`src/rtl/comp16_pkg.sv`:
```
// Shared constants for the 16-bit ALU datapath: data width, register-file
// geometry and the ALU opcode map.
package comp16_pkg;

    localparam int WIDTH     = 16;
    localparam int NREGS     = 16;
    localparam int REG_IDX_W = $clog2(NREGS);

    localparam logic [3:0] ALU_ADD  = 4'd0;
    localparam logic [3:0] ALU_SUB  = 4'd1;
    localparam logic [3:0] ALU_MUL  = 4'd2;
    localparam logic [3:0] ALU_NOT  = 4'd3;
    localparam logic [3:0] ALU_OR   = 4'd4;
    localparam logic [3:0] ALU_AND  = 4'd5;
    localparam logic [3:0] ALU_LNOT = 4'd6;
    localparam logic [3:0] ALU_LAND = 4'd7;
    localparam logic [3:0] ALU_SHR  = 4'd8;
    localparam logic [3:0] ALU_SHL  = 4'd9;
    localparam logic [3:0] ALU_EQ   = 4'd10;
    localparam logic [3:0] ALU_GT   = 4'd11;
    localparam logic [3:0] ALU_GE   = 4'd12;
    localparam logic [3:0] ALU_LOR  = 4'd13;
    localparam logic [3:0] ALU_XOR  = 4'd14;
    localparam logic [3:0] ALU_PASS = 4'd15;

endpackage

```
`src/rtl/comp16_regfile.sv`:
```
// Register file: three combinational read ports (rs, rt, debug) and one
// synchronous write port. Register 0 always reads as zero and ignores writes.
module comp16_regfile #(
    parameter int WIDTH = comp16_pkg::WIDTH,
    parameter int NREGS = comp16_pkg::NREGS
) (
    input  logic                     clk,
    input  logic                     rst_n,
    input  logic                     i_we,
    input  logic [$clog2(NREGS)-1:0] i_waddr,
    input  logic [WIDTH-1:0]         i_wdata,
    input  logic [$clog2(NREGS)-1:0] i_rs_addr,
    output logic [WIDTH-1:0]         o_rs_data,
    input  logic [$clog2(NREGS)-1:0] i_rt_addr,
    output logic [WIDTH-1:0]         o_rt_data,
    input  logic [$clog2(NREGS)-1:0] i_dbg_addr,
    output logic [WIDTH-1:0]         o_dbg_data
);

    logic [WIDTH-1:0] r_regs [NREGS];

    // Clear all entries on reset, otherwise commit the writeback.
    always_ff @(posedge clk) begin
        if (!rst_n) begin
            // NOTE: this array is reset on purpose: software expects every
            // register to read zero after reset, so it must be flops, not RAM.
            for (int i = 0; i < NREGS; i++) begin
                r_regs[i] <= '0;
            end
        end else if (i_we && (i_waddr != '0)) begin
            r_regs[i_waddr] <= i_wdata;
        end
    end

    // Index 0 is forced to zero on every read port.
    assign o_rs_data  = (i_rs_addr  == '0) ? '0 : r_regs[i_rs_addr];
    assign o_rt_data  = (i_rt_addr  == '0) ? '0 : r_regs[i_rt_addr];
    assign o_dbg_data = (i_dbg_addr == '0) ? '0 : r_regs[i_dbg_addr];

endmodule

```
`src/rtl/alu_operand_stage.sv`:
```
// Issue/writeback stage around the registered 16-bit ALU. Reads operands,
// registers them into the ALU, tracks the two-deep E1/E2 tag pipeline and
// writes alu_result back two edges after issue. A dependent instruction
// right behind its producer stalls one cycle; at distance two the operand is
// forwarded from alu_result.
module alu_operand_stage #(
    parameter int WIDTH = comp16_pkg::WIDTH,
    parameter int NREGS = comp16_pkg::NREGS
) (
    input  logic                     clk,
    input  logic                     rst_n,
    input  logic                     in_valid,
    output logic                     in_ready,
    input  logic [3:0]               in_op,
    input  logic [$clog2(NREGS)-1:0] in_rd,
    input  logic [$clog2(NREGS)-1:0] in_rs,
    input  logic [$clog2(NREGS)-1:0] in_rt,
    input  logic [WIDTH-1:0]         in_imm,
    input  logic                     in_use_imm,
    output logic [WIDTH-1:0]         alu_a,
    output logic [WIDTH-1:0]         alu_b,
    output logic [3:0]               alu_op,
    input  logic [WIDTH-1:0]         alu_result,
    output logic                     wb_valid,
    output logic [$clog2(NREGS)-1:0] wb_rd,
    output logic [WIDTH-1:0]         wb_data,
    input  logic [$clog2(NREGS)-1:0] dbg_addr,
    output logic [WIDTH-1:0]         dbg_data
);

    import comp16_pkg::*;

    localparam int IDX_W = $clog2(NREGS);

    // E1: operands sit in alu_a/b/op. E2: result sits in alu_result.
    logic             r_e1_valid;
    logic [IDX_W-1:0] r_e1_rd;
    logic             r_e2_valid;
    logic [IDX_W-1:0] r_e2_rd;
    logic [WIDTH-1:0] r_alu_a;
    logic [WIDTH-1:0] r_alu_b;
    logic [3:0]       r_alu_op;

    logic [WIDTH-1:0] w_rs_rf;
    logic [WIDTH-1:0] w_rt_rf;
    logic [WIDTH-1:0] w_op_a;
    logic [WIDTH-1:0] w_op_b;
    logic             w_hazard;
    logic             w_accept;

    comp16_regfile #(
        .WIDTH (WIDTH),
        .NREGS (NREGS)
    ) u_regfile (
        .clk        (clk),
        .rst_n      (rst_n),
        .i_we       (r_e2_valid),
        .i_waddr    (r_e2_rd),
        .i_wdata    (alu_result),
        .i_rs_addr  (in_rs),
        .o_rs_data  (w_rs_rf),
        .i_rt_addr  (in_rt),
        .o_rt_data  (w_rt_rf),
        .i_dbg_addr (dbg_addr),
        .o_dbg_data (dbg_data)
    );

    // Source priority: index 0 reads zero, then the E2 forward, then the file.
    // The forward also covers a read of the register being written this edge.
    function automatic logic [WIDTH-1:0] pick_operand(
        input logic [IDX_W-1:0] idx,
        input logic [WIDTH-1:0] rf_val,
        input logic             e2_valid,
        input logic [IDX_W-1:0] e2_rd,
        input logic [WIDTH-1:0] fwd_val
    );
        if (idx == '0) begin
            return '0;
        end else if (e2_valid && (idx == e2_rd)) begin
            return fwd_val;
        end
        return rf_val;
    endfunction

    // Operand selection and hazard detection against the E1 producer.
    always_comb begin
        // NOTE: every always_comb output gets a default first so no path can
        // leave it unassigned and infer a latch.
        w_op_a   = '0;
        w_op_b   = '0;
        w_hazard = 1'b0;

        w_op_a = pick_operand(in_rs, w_rs_rf, r_e2_valid, r_e2_rd, alu_result);
        if (in_use_imm) begin
            w_op_b = in_imm;
        end else begin
            w_op_b = pick_operand(in_rt, w_rt_rf, r_e2_valid, r_e2_rd, alu_result);
        end

        // The E1 result is not visible anywhere yet, so its consumers wait.
        if (r_e1_valid && (r_e1_rd != '0)) begin
            w_hazard = (in_rs == r_e1_rd) || (!in_use_imm && (in_rt == r_e1_rd));
        end
    end

    assign in_ready = !w_hazard;
    assign w_accept = in_valid && in_ready;

    // Advance the E1/E2 tags and load the ALU operand registers on accept.
    always_ff @(posedge clk) begin
        if (!rst_n) begin
            // NOTE: sequential state uses non-blocking assignments so every
            // register samples pre-edge values regardless of statement order.
            r_e1_valid <= 1'b0;
            r_e1_rd    <= '0;
            r_e2_valid <= 1'b0;
            r_e2_rd    <= '0;
            r_alu_a    <= '0;
            r_alu_b    <= '0;
            r_alu_op   <= ALU_PASS;
        end else begin
            r_e2_valid <= r_e1_valid;
            r_e2_rd    <= r_e1_rd;
            r_e1_valid <= w_accept;
            if (w_accept) begin
                r_e1_rd  <= in_rd;
                r_alu_a  <= w_op_a;
                r_alu_b  <= w_op_b;
                r_alu_op <= in_op;
            end
        end
    end

    assign alu_a    = r_alu_a;
    assign alu_b    = r_alu_b;
    assign alu_op   = r_alu_op;
    assign wb_valid = r_e2_valid;
    assign wb_rd    = r_e2_rd;
    assign wb_data  = alu_result;

endmodule

```
`config.mk`:
```
export PLATFORM = sky130hd
export DESIGN_NAME = alu_operand_stage
export DESIGN_NICKNAME = d
export VERILOG_FILES = /design/src/rtl/comp16_pkg.sv /design/src/rtl/comp16_regfile.sv /design/src/rtl/alu_operand_stage.sv
export SDC_FILE = /design/constraint.sdc
export NUM_CORES = 1
export LEC_CHECK = 0
export CORE_MARGIN = 2
export CORE_UTILIZATION = 55
export CTS_CLUSTER_DIAMETER = 150
export DETAILED_ROUTE_END_ITERATION = 8
export DONT_BUFFER_PORTS = 1
export GPL_ROUTABILITY_DRIVEN = 0
export HOLD_SLACK_MARGIN = 0.08
export MAX_ROUTING_LAYER = met4
export PLACE_DENSITY = 0.78
export SYNTH_ARGS = -nofsm -noshare
export SYNTH_HDL_FRONTEND = slang
export SYNTH_HIERARCHICAL = 1
export SYNTH_SLANG_ARGS = --single-unit
```
`constraint.sdc`:
```
create_clock -name clk -period 3.4 [get_ports clk]
set_input_delay 1.02 -clock clk [delete_from_list [all_inputs] [get_ports clk]]
set_output_delay 1.02 -clock clk [all_outputs]
set_load 0.02 [all_outputs]
```
# Word level (Yosys, flattened, before mapping)
# Memories as Yosys holds them, arrays and structs flattened.
# Index checks and enable logic that the tools add are counted.
[totals] mem_count=1 ramBits=256 register_bits=46 out_inout_bits=74
[mem_list] name="u_regfile.r_regs" words=16 width=16 rd=3 rd_ports_with_merged_regs=0 write_ports=16 line="comp16_regfile.sv:20" text="logic [WIDTH-1:0] r_regs [NREGS];"
[op_classes] n_mux=23 n_eq_ne=4 reduce_logical=15
[ops] operator="16-bit 2-to-1 mux" n=11
[ops] operator="4-bit equality test" n=4
[ops] operator="16-bit OR reduction" n=1
[ops] operator="4-bit zero test" n=3
[ops] operator="1-bit 2-to-1 mux" n=11
[ops] operator="4-bit nonzero test" n=2
[ops] operator="1-bit logical AND" n=6
[ops] operator="4-bit 2-to-1 mux" n=1
[ops] operator="1-bit zero test" n=2
[ops] operator="1-bit logical OR" n=1

# Depth between registers and ports, before layout
# Gate-level depths: netlist of run 1.
[logic_depth] depth_word=7 ltp_mapped=10 ltp_nobuf=7

# Hierarchy
# The synthesis of run 1 kept the hierarchy.
[by_module_without_submodules] module="comp16_regfile" area_per_inst_um2=15033.2 n_inst=1 cells_per_inst=937
[by_module_without_submodules] module="alu_operand_stage" area_per_inst_um2=2513.7 n_inst=1 cells_per_inst=286

# Worst setup path after synthesis of run 1
# OpenSTA, ideal clock, no wires.
[synth_path] path_kind="input-to-output" startpoint="in dbg_addr[3]" endpoint="out dbg_data[12]" slack_ps=-123 arrival_time_ps=2503 stages=5 t_required_ps=2380 path_cell_list="clkbuf_1 buf_2 buf_1 mux4_2 mux4_2"
[synth_between] elab_chain_len=2
[synth_lines] item="start, declared" line="alu_operand_stage.sv:27" text="input logic [$clog2(NREGS)-1:0] dbg_addr,"
[synth_lines] item="memory 16 x 16 bit or 4-bit zero test (tied branches)"
[synth_lines] item="16-bit 2-to-1 mux *" line="comp16_regfile.sv:38" text="assign o_dbg_data = (i_dbg_addr == '0) ? '0 : r_regs[i_dbg_addr];"
[synth_lines] item="end, declared" line="alu_operand_stage.sv:28" text="output logic [WIDTH-1:0] dbg_data"
# Every way passes the cells marked *; elsewhere a longest branch is shown, timed or not.

# Worst setup path in the final report of run 1
[layout_path] startpoint="in dbg_addr[1]" endpoint="out dbg_data[7]"
# Same word-level chain as after synthesis.

==> results of run 1 <==
[synthesized netlist by cell type (2+ instances only)]
cell type / count / area share
nand2b_1: 10 / 0.0036
o211a_1: 16 / 0.0091
buf_8: 5 / 0.0043
and2_1: 247 / 0.088
buf_2: 23 / 0.0066
nand3_1: 10 / 0.0029
nand4b_1: 2 / 0.0010
mux2i_1: 35 / 0.020
nand4_1: 34 / 0.012
nor4_1: 2 / 0.00071
o21ai_2: 10 / 0.0050
o221a_2: 2 / 0.0013
a22o_1: 28 / 0.014
nor4_2: 3 / 0.0021
and3_1: 2 / 0.00071
nor2_1: 10 / 0.0021
buf_1: 7 / 0.0015
buf_6: 11 / 0.0071
inv_1: 6 / 0.0013
nor2b_1: 2 / 0.00071
buf_4: 21 / 0.0090
o211ai_1: 32 / 0.014
or3_1: 2 / 0.00071
dfxtp_1: 46 / 0.052
xnor2_1: 11 / 0.0055
mux4_1: 46 / 0.069
a21oi_1: 31 / 0.0088
mux4_2: 143 / 0.18
xor2_1: 2 / 0.0010
mux2_2: 34 / 0.022
nor3_2: 3 / 0.0017
clkbuf_1: 69 / 0.015
nand2_1: 37 / 0.0079
edfxtp_1: 241 / 0.41
o21ai_0: 27 / 0.0077
[per-stage QoR]
stage	utilization	setup slack (ns)	hold WS [ns]	power, W	cells
after floorplan	-	-0.0000309	0.450	0.00496	1223
after global placement	0.566	0.188	0.473	0.00502	1543
after detailed placement	0.566	0.161	0.485	0.00504	1543
after CTS	0.599	0.159	0.504	0.00852	1598
after global routing	0.599	0.125	0.527	0.00870	1599
final	0.599	0.0951	0.506	0.00852	1600
[metal layers]
layer  track usage  vias to the layer above  share of wire
li1              -                     4758              -
met3        0.0912                      201           0.13
met5             -                        -              0
met4         0.158                        0          0.059
met1         0.406                     6065           0.35
met2         0.496                      991           0.46
[flip-flops by register name, summed over array words and instances (netlist names)]
signal and count:
r_e1_rd 4, alu_a 16, wb_valid 1, alu_op 4
wb_rd 4, r_e1_valid 1, alu_b 16, u_regfile/r_regs 241
[report_power, final]
part           internal [W]  leakage (nW)  total, W  switching, W
registers           0.00395          2.85   0.00411      0.000164
clock network       0.00211         0.509   0.00352       0.00141
logic              0.000479          3.54  0.000887      0.000408
total               0.00654          6.91   0.00852       0.00198
[final cells by class]
class | count | area (sq um)
antenna | 2 | 5.00
clock buffer | 34 | 787
clock inverter | 21 | 263
fill | 2279 | 12600
inverter | 6 | 22.5
multi-input combinational | 793 | 8680
sequential | 287 | 8160
tap | 402 | 503
timing repair buffer | 55 | 438
[worst paths after layout]
kind,from,to,slack [ns],cells after the start
setup reg to reg,wb_valid,u_regfile/r_regs[3][2],0.81,4
hold / removal,r_e1_valid,wb_valid,0.51,1
hold reg to reg,r_e1_valid,wb_valid,0.51,1
setup / recovery,dbg_addr[1],dbg_data[7],0.1,2
[kinds of logic after synthesis]
group,after synthesis,synth area share
buf+inv,143,0.0447
xor+xnor,13,0.00649
compound gates,154,0.0637
simple gates,367,0.126
flops,287,0.465
mux,258,0.294
other cells,1,0.000214
==> summary.md, run 1 <==
| Metric | Value |
|---|---|
| Outcome | finished, final reports clean |
| Total CTS buffers | 30 |
| Family with the most delay on the worst path | multiplexers |
| Highest-count cells in the layout ignoring fill and taps | and2_1 (247), edfxtp_1 (241), mux4_2 (143) |
| Peak per-stage delay on the critical path | 0.62 ns |
| GRT Overall Usage | 0.326 |
| Grt total ovfl | 0 |
| Clk_lat worst skew | 0.56 ns |
| Post-CTS Resized | 0 |
| Most common cell after layout, fill and taps aside | and2_1 |
| Root buf cell | clkbuf_16 |
| Post-DP Area | 17800 sq um |
| Worst setup SP type | primary input |
| CP required | 2.38 ns |
| WS Path Type | primary input to output port |
| Residual DRC count | 0 |
| Critical path peak fanout | 80 |
| Final setup viols | 0 |
| Max-slew violations | 0 |
| Hold Crit Class | register to register |
| Clock-pin slew on the worst setup and hold paths | 0.06 ns |
| ANT nets after route | 0 |
| Sequential share of the synthesized area | 0.465 |
| Vias in the first global route | 11600 |
| Crit path DAT | 2.28 ns |
| Clk sinks | 287 |
| Routed len/inst | 33.2 um |
| Rows | 65 |
| Syn_area_per_cell | 14.3 sq um |
| Core Area | 31500 sq um |
| Max Clock Freq | 303 MHz |
| Worst path bufs/invs | 0 |
| Via density | 7.51 |
| Synthesis-to-finish area growth | 7.45% |
| Synth Net Count | 1279 |
| Detailed placement HPWL | 33400 um |
| Die area | 33300 sq um |
| Number of nets in the layout | 1229 |
| Power Dens Cells | 452 nW/um^2 |
| Initial DRC count | 1917 |
| EDFF count, synth | 241 |
| Period Utilization, post-route | 0.972 |
| Layout cells sized above 1 | 0.260 |
| Post-Route WL | 53200 um |
| CTS Buffer Depth | 3 |
| CTS HTree Levels | 1 |
| Final Hold Fails | 0 |
| Warnings from Yosys | 6 |
| Crit-path cells | mux4_1, mux4_2 |
| Unrepaired setup endpoints after global routing | false |
| TNS Setup | 0 ns |
| Die H | 183 um |
| Nature of the critical path endpoint | output port |
| Die W | 183 um |
| Largest vdd supply drop | 399 uV |
| Clk_skew | 0.0114 ns |
| Yosys cell types | 48 |
| TritonCTS clock tree | built |
| Largest net degree at the start of global routing | 81 |
| First-pass GRT wire length | 76900 um |
| Share of flip-flops with an asynchronous set or reset | 0 |
| Design Area, Final | 18900 sq um |
| First-pass DRT Iterations | 7 |
| Mapped Cells | 1223 |
| Synthesized cell area | 17500 sq um |
| Port Buf Inserts | 0 |
| IO Count | 130 |
| Synth Flop Type | edfxtp_1 |
| Initial Util | 0.558 |
| Crit-path slowest cell | mux4_2 |
| Max Cap Viol | 0 |
| Initial antenna violation count | 2 |
| Leak | 6.91 nW |
| Synthesized flop and latch total | 287 |
| Post-CTS Setup Inserts | 0 |
| Vias | 12000 |
| Hold Buf Count CTS | 0 |
| Relative slew margins | 0.472 |
| Final min period | 3.30 ns |
| Worst-Margin Slew | 0.791 ns |
No activity file was read; power rests on OpenSTA's default activity.
==> run 2, diff against run 1 <==
Settings changed: CORE_MARGIN 2 to unset, PLACE_DENSITY 0.78 to 0.75.
Clock period 3.4 ns to 3.05 ns, I/O delays scaled along.
==> summary.md, run 2 (synthesis results as in run 1) <==
| Metric | Value |
|---|---|
| WS Path Type | primary input to output port |
| Final WS setup | -0.0317 ns |
| Post-CTS Resized | 0 |
| First-pass DRT Iterations | 5 |
| Crit-path cells | mux4_2, mux4_2 |
| Die W | 181 um |
| Highest-count cells in the layout ignoring fill and taps | and2_1 (247), edfxtp_1 (241), mux4_2 (164) |
| Via density | 7.41 |
| Crit-path slowest cell | mux4_2 |
| Number of nets in the layout | 1232 |
| Max-slew violations | 0 |
| Peak per-stage delay on the critical path | 0.62 ns |
| Final core occ | 0.596 |
| Switching share of power | 0.236 |
| Grt total ovfl | 0 |
| Final Hold Fails | 0 |
| Initial DRC count | 1821 |
| Vias in the first global route | 11700 |
| Outcome | finished with violations |
| Root buf cell | clkbuf_16 |
| Routed len/inst | 33.2 um |
| CP required | 2.13 ns |
| Unrepaired setup endpoints after global routing | true |
| Post-CTS Setup Inserts | 0 |
| Die H | 181 um |
| Max Cap Viol | 0 |
| CTS Buffer Depth | 3 |
| R2R depth | 7 |
| Most used cell, CP | mux4_2 |
| Period Utilization, post-route | 1.01 |
| Sw Pwr | 0.00217 W |
| Rows | 65 |
| Worst setup SP type | primary input |
| Largest reg by FF count | u_regfile/r_regs |
| Detailed placement HPWL | 32900 um |
| Int Pwr | 0.00703 W |
| Largest net degree at the start of global routing | 81 |
| Critical Path Stages | 2 |
| Nature of the critical path endpoint | output port |
| TritonCTS clock tree | built |
| Core Area | 31500 sq um |
| Seq pwr share | 0.498 |
| ANT nets after route | 0 |
| Clk sinks | 287 |
| Max Clock Freq | 324 MHz |
| Hold path depth | 1 |
| Layout cells sized above 1 | 0.279 |
| Max FFs per register | 241 |
| Hold Buf Count CTS | 0 |
| Most common cell after layout, fill and taps aside | and2_1 |
| Critical path peak fanout | 80 |
| Failing checks | setup timing |
| Crit path DAT | 2.17 ns |
| Port Buf Inserts | 0 |
| Initial antenna violation count | 4 |
| GRT Overall Usage | 0.341 |
| Synthesis-to-finish area growth | 6.86% |
| Leak | 6.80 nW |
| Clk pwr share | 0.394 |
| Family with the most delay on the worst path | multiplexers |
| Final min period | 3.08 ns |
| Worst-Margin Slew | 0.904 ns |
| Clk_lat worst skew | 0.57 ns |
| Largest vdd supply drop | 335 uV |
| First-pass GRT wire length | 78300 um |
| IO Count | 130 |
| Comb pwr share | 0.107 |
| Pwr Total | 0.00920 W |
| Initial Util | 0.558 |
| Clock-pin slew on the worst setup and hold paths | 0.06 ns |
| Post-Route WL | 53300 um |
| Die area | 32600 sq um |
| Residual DRC count | 0 |
| Final setup viols | 4 |
| Clk_skew | 0.0111 ns |
| Total CTS buffers | 30 |
| Worst path bufs/invs | 0 |
| Power Dens Cells | 491 nW/um^2 |
| Hold Crit Class | primary input to register |
| Relative slew margins | 0.396 |
| Vias | 11900 |
| CTS HTree Levels | 1 |
run 2: final timing paths:
check,startpoint,end,slack [ns]
min,rst_n,alu_op[3],0.44
max reg2reg,r_e1_rd[3],alu_a[5],0.70
max,dbg_addr[1],dbg_data[8],-0.03
min reg2reg,r_e1_valid,wb_valid,0.51
run 2: power by group through the flow:
stage               Clock [W]  Sequential, W  Combinational (W)
finish                0.00363        0.00459           0.000988
global route          0.00379        0.00460            0.00102
CTS                   0.00365        0.00458           0.000967
detailed placement          0        0.00466           0.000963
global placement            0        0.00465           0.000945
floorplan                   0        0.00461           0.000937
run 2: layer usage:
metal  share of wire  up-vias  global-route usage
met5               0        -                   -
met4           0.050        0               0.143
met3            0.15      192              0.0946
met2            0.46     1032               0.518
met1            0.34     5933               0.432
li1                -     4739                   -
run 2: final cells by class:
type	count	area, sq um
multi-input combinational	793	8600
inverter	6	22.5
timing repair buffer	58	485
clock buffer	51	947
antenna	4	10.0
clock inverter	5	25.0
tap	402	503
sequential	287	8160
fill	2285	12700
run 2: metrics by stage:
| stage | hold slack (ns) | cell area [sq um] | instances | setup WS (ns) | TNS [ns] |
|---|---|---|---|---|---|
| 4_1_cts | 0.420 | 18700 | 1600 | 0.0164 | 0 |
| 3_5_place_dp | 0.499 | 17800 | 1544 | 0.0631 | 0 |
| 3_3_place_gp | 0.482 | 17800 | 1544 | 0.0850 | 0 |
| 6_report | 0.443 | 18800 | 1606 | -0.0317 | -0.0722 |
| 5_1_grt | 0.429 | 18700 | 1604 | -0.00126 | -0.00205 |
| 2_1_floorplan | 0.450 | 17500 | 1223 | -0.0634 | -0.932 |
==> run 3, diff against run 2 <==
Settings changed: ABC_AREA set to 1, CORE_MARGIN set to 1.5.
==> summary.md, run 3 <==
| Metric | Value |
|---|---|
| Layout cells sized above 1 | 0.0700 |
| Die area | 38800 sq um |
| GRT Overall Usage | 0.414 |
| Port Buf Inserts | 0 |
| Period Utilization, post-route | 1.00 |
| Warnings from Yosys | 6 |
| Final Hold Fails | 0 |
| Most common cell after layout, fill and taps aside | nand2_1 |
| WS Path Type | primary input to output port |
| Nature of the critical path endpoint | output port |
| CTS HTree Levels | 2 |
| Yosys cell types | 38 |
| Seq pwr share | 0.432 |
| TNS Setup | -0.00306 ns |
| Synthesized cell area | 20700 sq um |
| Synth Flop Type | edfxtp_1 |
| Clk_skew | 0.0277 ns |
| Worst-Margin Slew | 1.03 ns |
| Initial Util | 0.563 |
| Leak | 11.2 nW |
| Switching share of power | 0.295 |
| Outcome | finished with violations |
| Largest vdd supply drop | 346 uV |
| Residual DRC count | 0 |
| Max Cap Viol | 0 |
| Clk pwr share | 0.402 |
| Synthesis-to-finish area growth | 7.92% |
| Highest-count cells in the layout ignoring fill and taps | nand2_1 (1189), nand3_1 (570), inv_1 (378) |
| Clock-pin slew on the worst setup and hold paths | 0.06 ns |
| Max-slew violations | 0 |
| Final Non-Filler Cells | 3540 |
| Post-synth top area cell | edfxtp_1 |
| Relative slew margins | 0.314 |
| Worst setup SP type | primary input |
| Vias | 22000 |
| Area of the multi-input gates | 9540 sq um |
| Syn_area_per_cell | 6.62 sq um |
| Failing checks | setup timing |
| Share of flip-flops with an asynchronous set or reset | 0 |
| Power Dens Cells | 495 nW/um^2 |
| TritonCTS clock tree | built |
| Most common cell in the synthesized netlist | nand2_1 |
| Hold Crit Class | register to register |
| Comb pwr share | 0.166 |
| Final min period | 3.05 ns |
| Placed insts | 3474 |
| Pre-CTS WS | -0.00366 ns |
| Post-CTS Setup Inserts | 0 |
| Largest reg by FF count | u_regfile/r_regs |
| Die W | 197 um |
| Vias in the first global route | 20300 |
| Final setup viols | 1 |
| Via density | 6.20 |
| Critical path peak fanout | 66 |
| Area contributors post-synth | edfxtp_1 (37%), nand2_1 (22%), nand3_1 (14%) |
| First-pass DRT Iterations | 7 |
| Mapped Cells | 3129 |
| Grt total ovfl | 0 |
| Unrepaired setup endpoints after global routing | false |
| Rows | 70 |
| Final WS setup | -0.00306 ns |
| Pwr Total | 0.0111 W |
| Total CTS buffers | 35 |
| Synthesized flop and latch total | 302 |
| EDFF count, synth | 256 |
| Filler Cells Inserted | 3320 |
| ANT cells | 0 |
| IO Count | 130 |
| Detailed placement HPWL | 49100 um |
| Sequential share of the synthesized area | 0.416 |
| First-pass GRT wire length | 118000 um |
| Crit path DAT | 2.14 ns |
| Max Clock Freq | 328 MHz |
| Area share of the largest cell type after synthesis | 0.371 |
| ANT nets after route | 0 |
| Initial antenna violation count | 0 |
| Max FFs per register | 256 |
| Largest net degree at the start of global routing | 134 |
| Core Area | 36800 sq um |
| Die H | 197 um |
| Number of nets in the layout | 3101 |
| Root buf cell | clkbuf_16 |
| Top cells by count, synth | nand2_1 (1190), nand3_1 (573), inv_1 (381) |
| Clk_lat worst skew | 0.58 ns |
| Routed len/inst | 22.4 um |
| CP required | 2.13 ns |
| Post-Route WL | 79300 um |
| CTS Buffer Depth | 3 |
| Sequential Area | 8610 sq um |
| Int Pwr | 0.00779 W |
| Sw Pwr | 0.00326 W |
| Clk sinks | 302 |
| Initial DRC count | 4347 |
-- run 3: timing repair --
| action | in CTS | in global routing |
|---|---|---|
| gates cloned | 0 | 2 |
| gates resized for setup | 2 | 12 |
| endpoints found under the setup margin | 2 | 16 |
| hold buffers | 0 | 0 |
-- run 3: worst max-delay path: stages --
cell and delay [ns]:
inv_2 0.09, buf_4 0.25, nand3_1 0.11, nand3_1 0.07, nand3_1 0.24, a21oi_2 0.27
buf_4 0.17
-- run 3: logic make-up after synthesis --
group / Yosys count / synth area share
flip-flops: 302 / 0.416
buffers and inverters: 613 / 0.128
other: 1 / 0.000181
XOR/XNOR: 4 / 0.00169
AO/OA/AOI/OAI: 57 / 0.0146
AND/OR/NAND/NOR: 2152 / 0.440
-- run 3: path summary, 6_finish.rpt --
kind               start                endpoint  slack, ns  cells after the start
min reg2reg   r_e1_valid                wb_valid       0.43                      2
max          dbg_addr[1]             dbg_data[4]     -0.003                      7
min           r_e1_valid                wb_valid       0.43                      2
max reg2reg     wb_rd[3]  u_regfile/r_regs[8][7]       0.41                      9
-- run 3: final cells by class --
type	instances	area share
clock buffer	43	0.0429
clock inverter	21	0.0100
inverter	391	0.0663
multi-input combinational	2229	0.427
sequential	302	0.385
tap	468	0.0262
timing repair buffer	86	0.0420
-- run 3: layer usage --
layer / vias up / share of wire / wire length (um) / track usage
li1: 9593 / - / - / -
met1: 9885 / 0.34 / 26900 / 0.501
met2: 1971 / 0.43 / 33800 / 0.606
met3: 508 / 0.15 / 12100 / 0.117
met4: 0 / 0.082 / 6480 / 0.273
met5: - / 0 / 0 / -
-- run 3: stage by stage --
step	util	hold WS, ns	cell area, sq um
floorplan	-	0.403	20800
global placement	0.572	0.414	21100
detailed placement	0.572	0.425	21100
CTS	0.605	0.435	22200
global route	0.607	0.441	22300
finish	0.607	0.435	22300
-- run 3: power groups by stage --
stage	registers [W]	logic [W]	clock network [W]
6_report	0.00478	0.00183	0.00444
5_1_grt	0.00479	0.00195	0.00460
4_1_cts	0.00478	0.00172	0.00444
3_5_place_dp	0.00486	0.00171	0
3_3_place_gp	0.00486	0.00167	0
2_1_floorplan	0.00484	0.00132	0
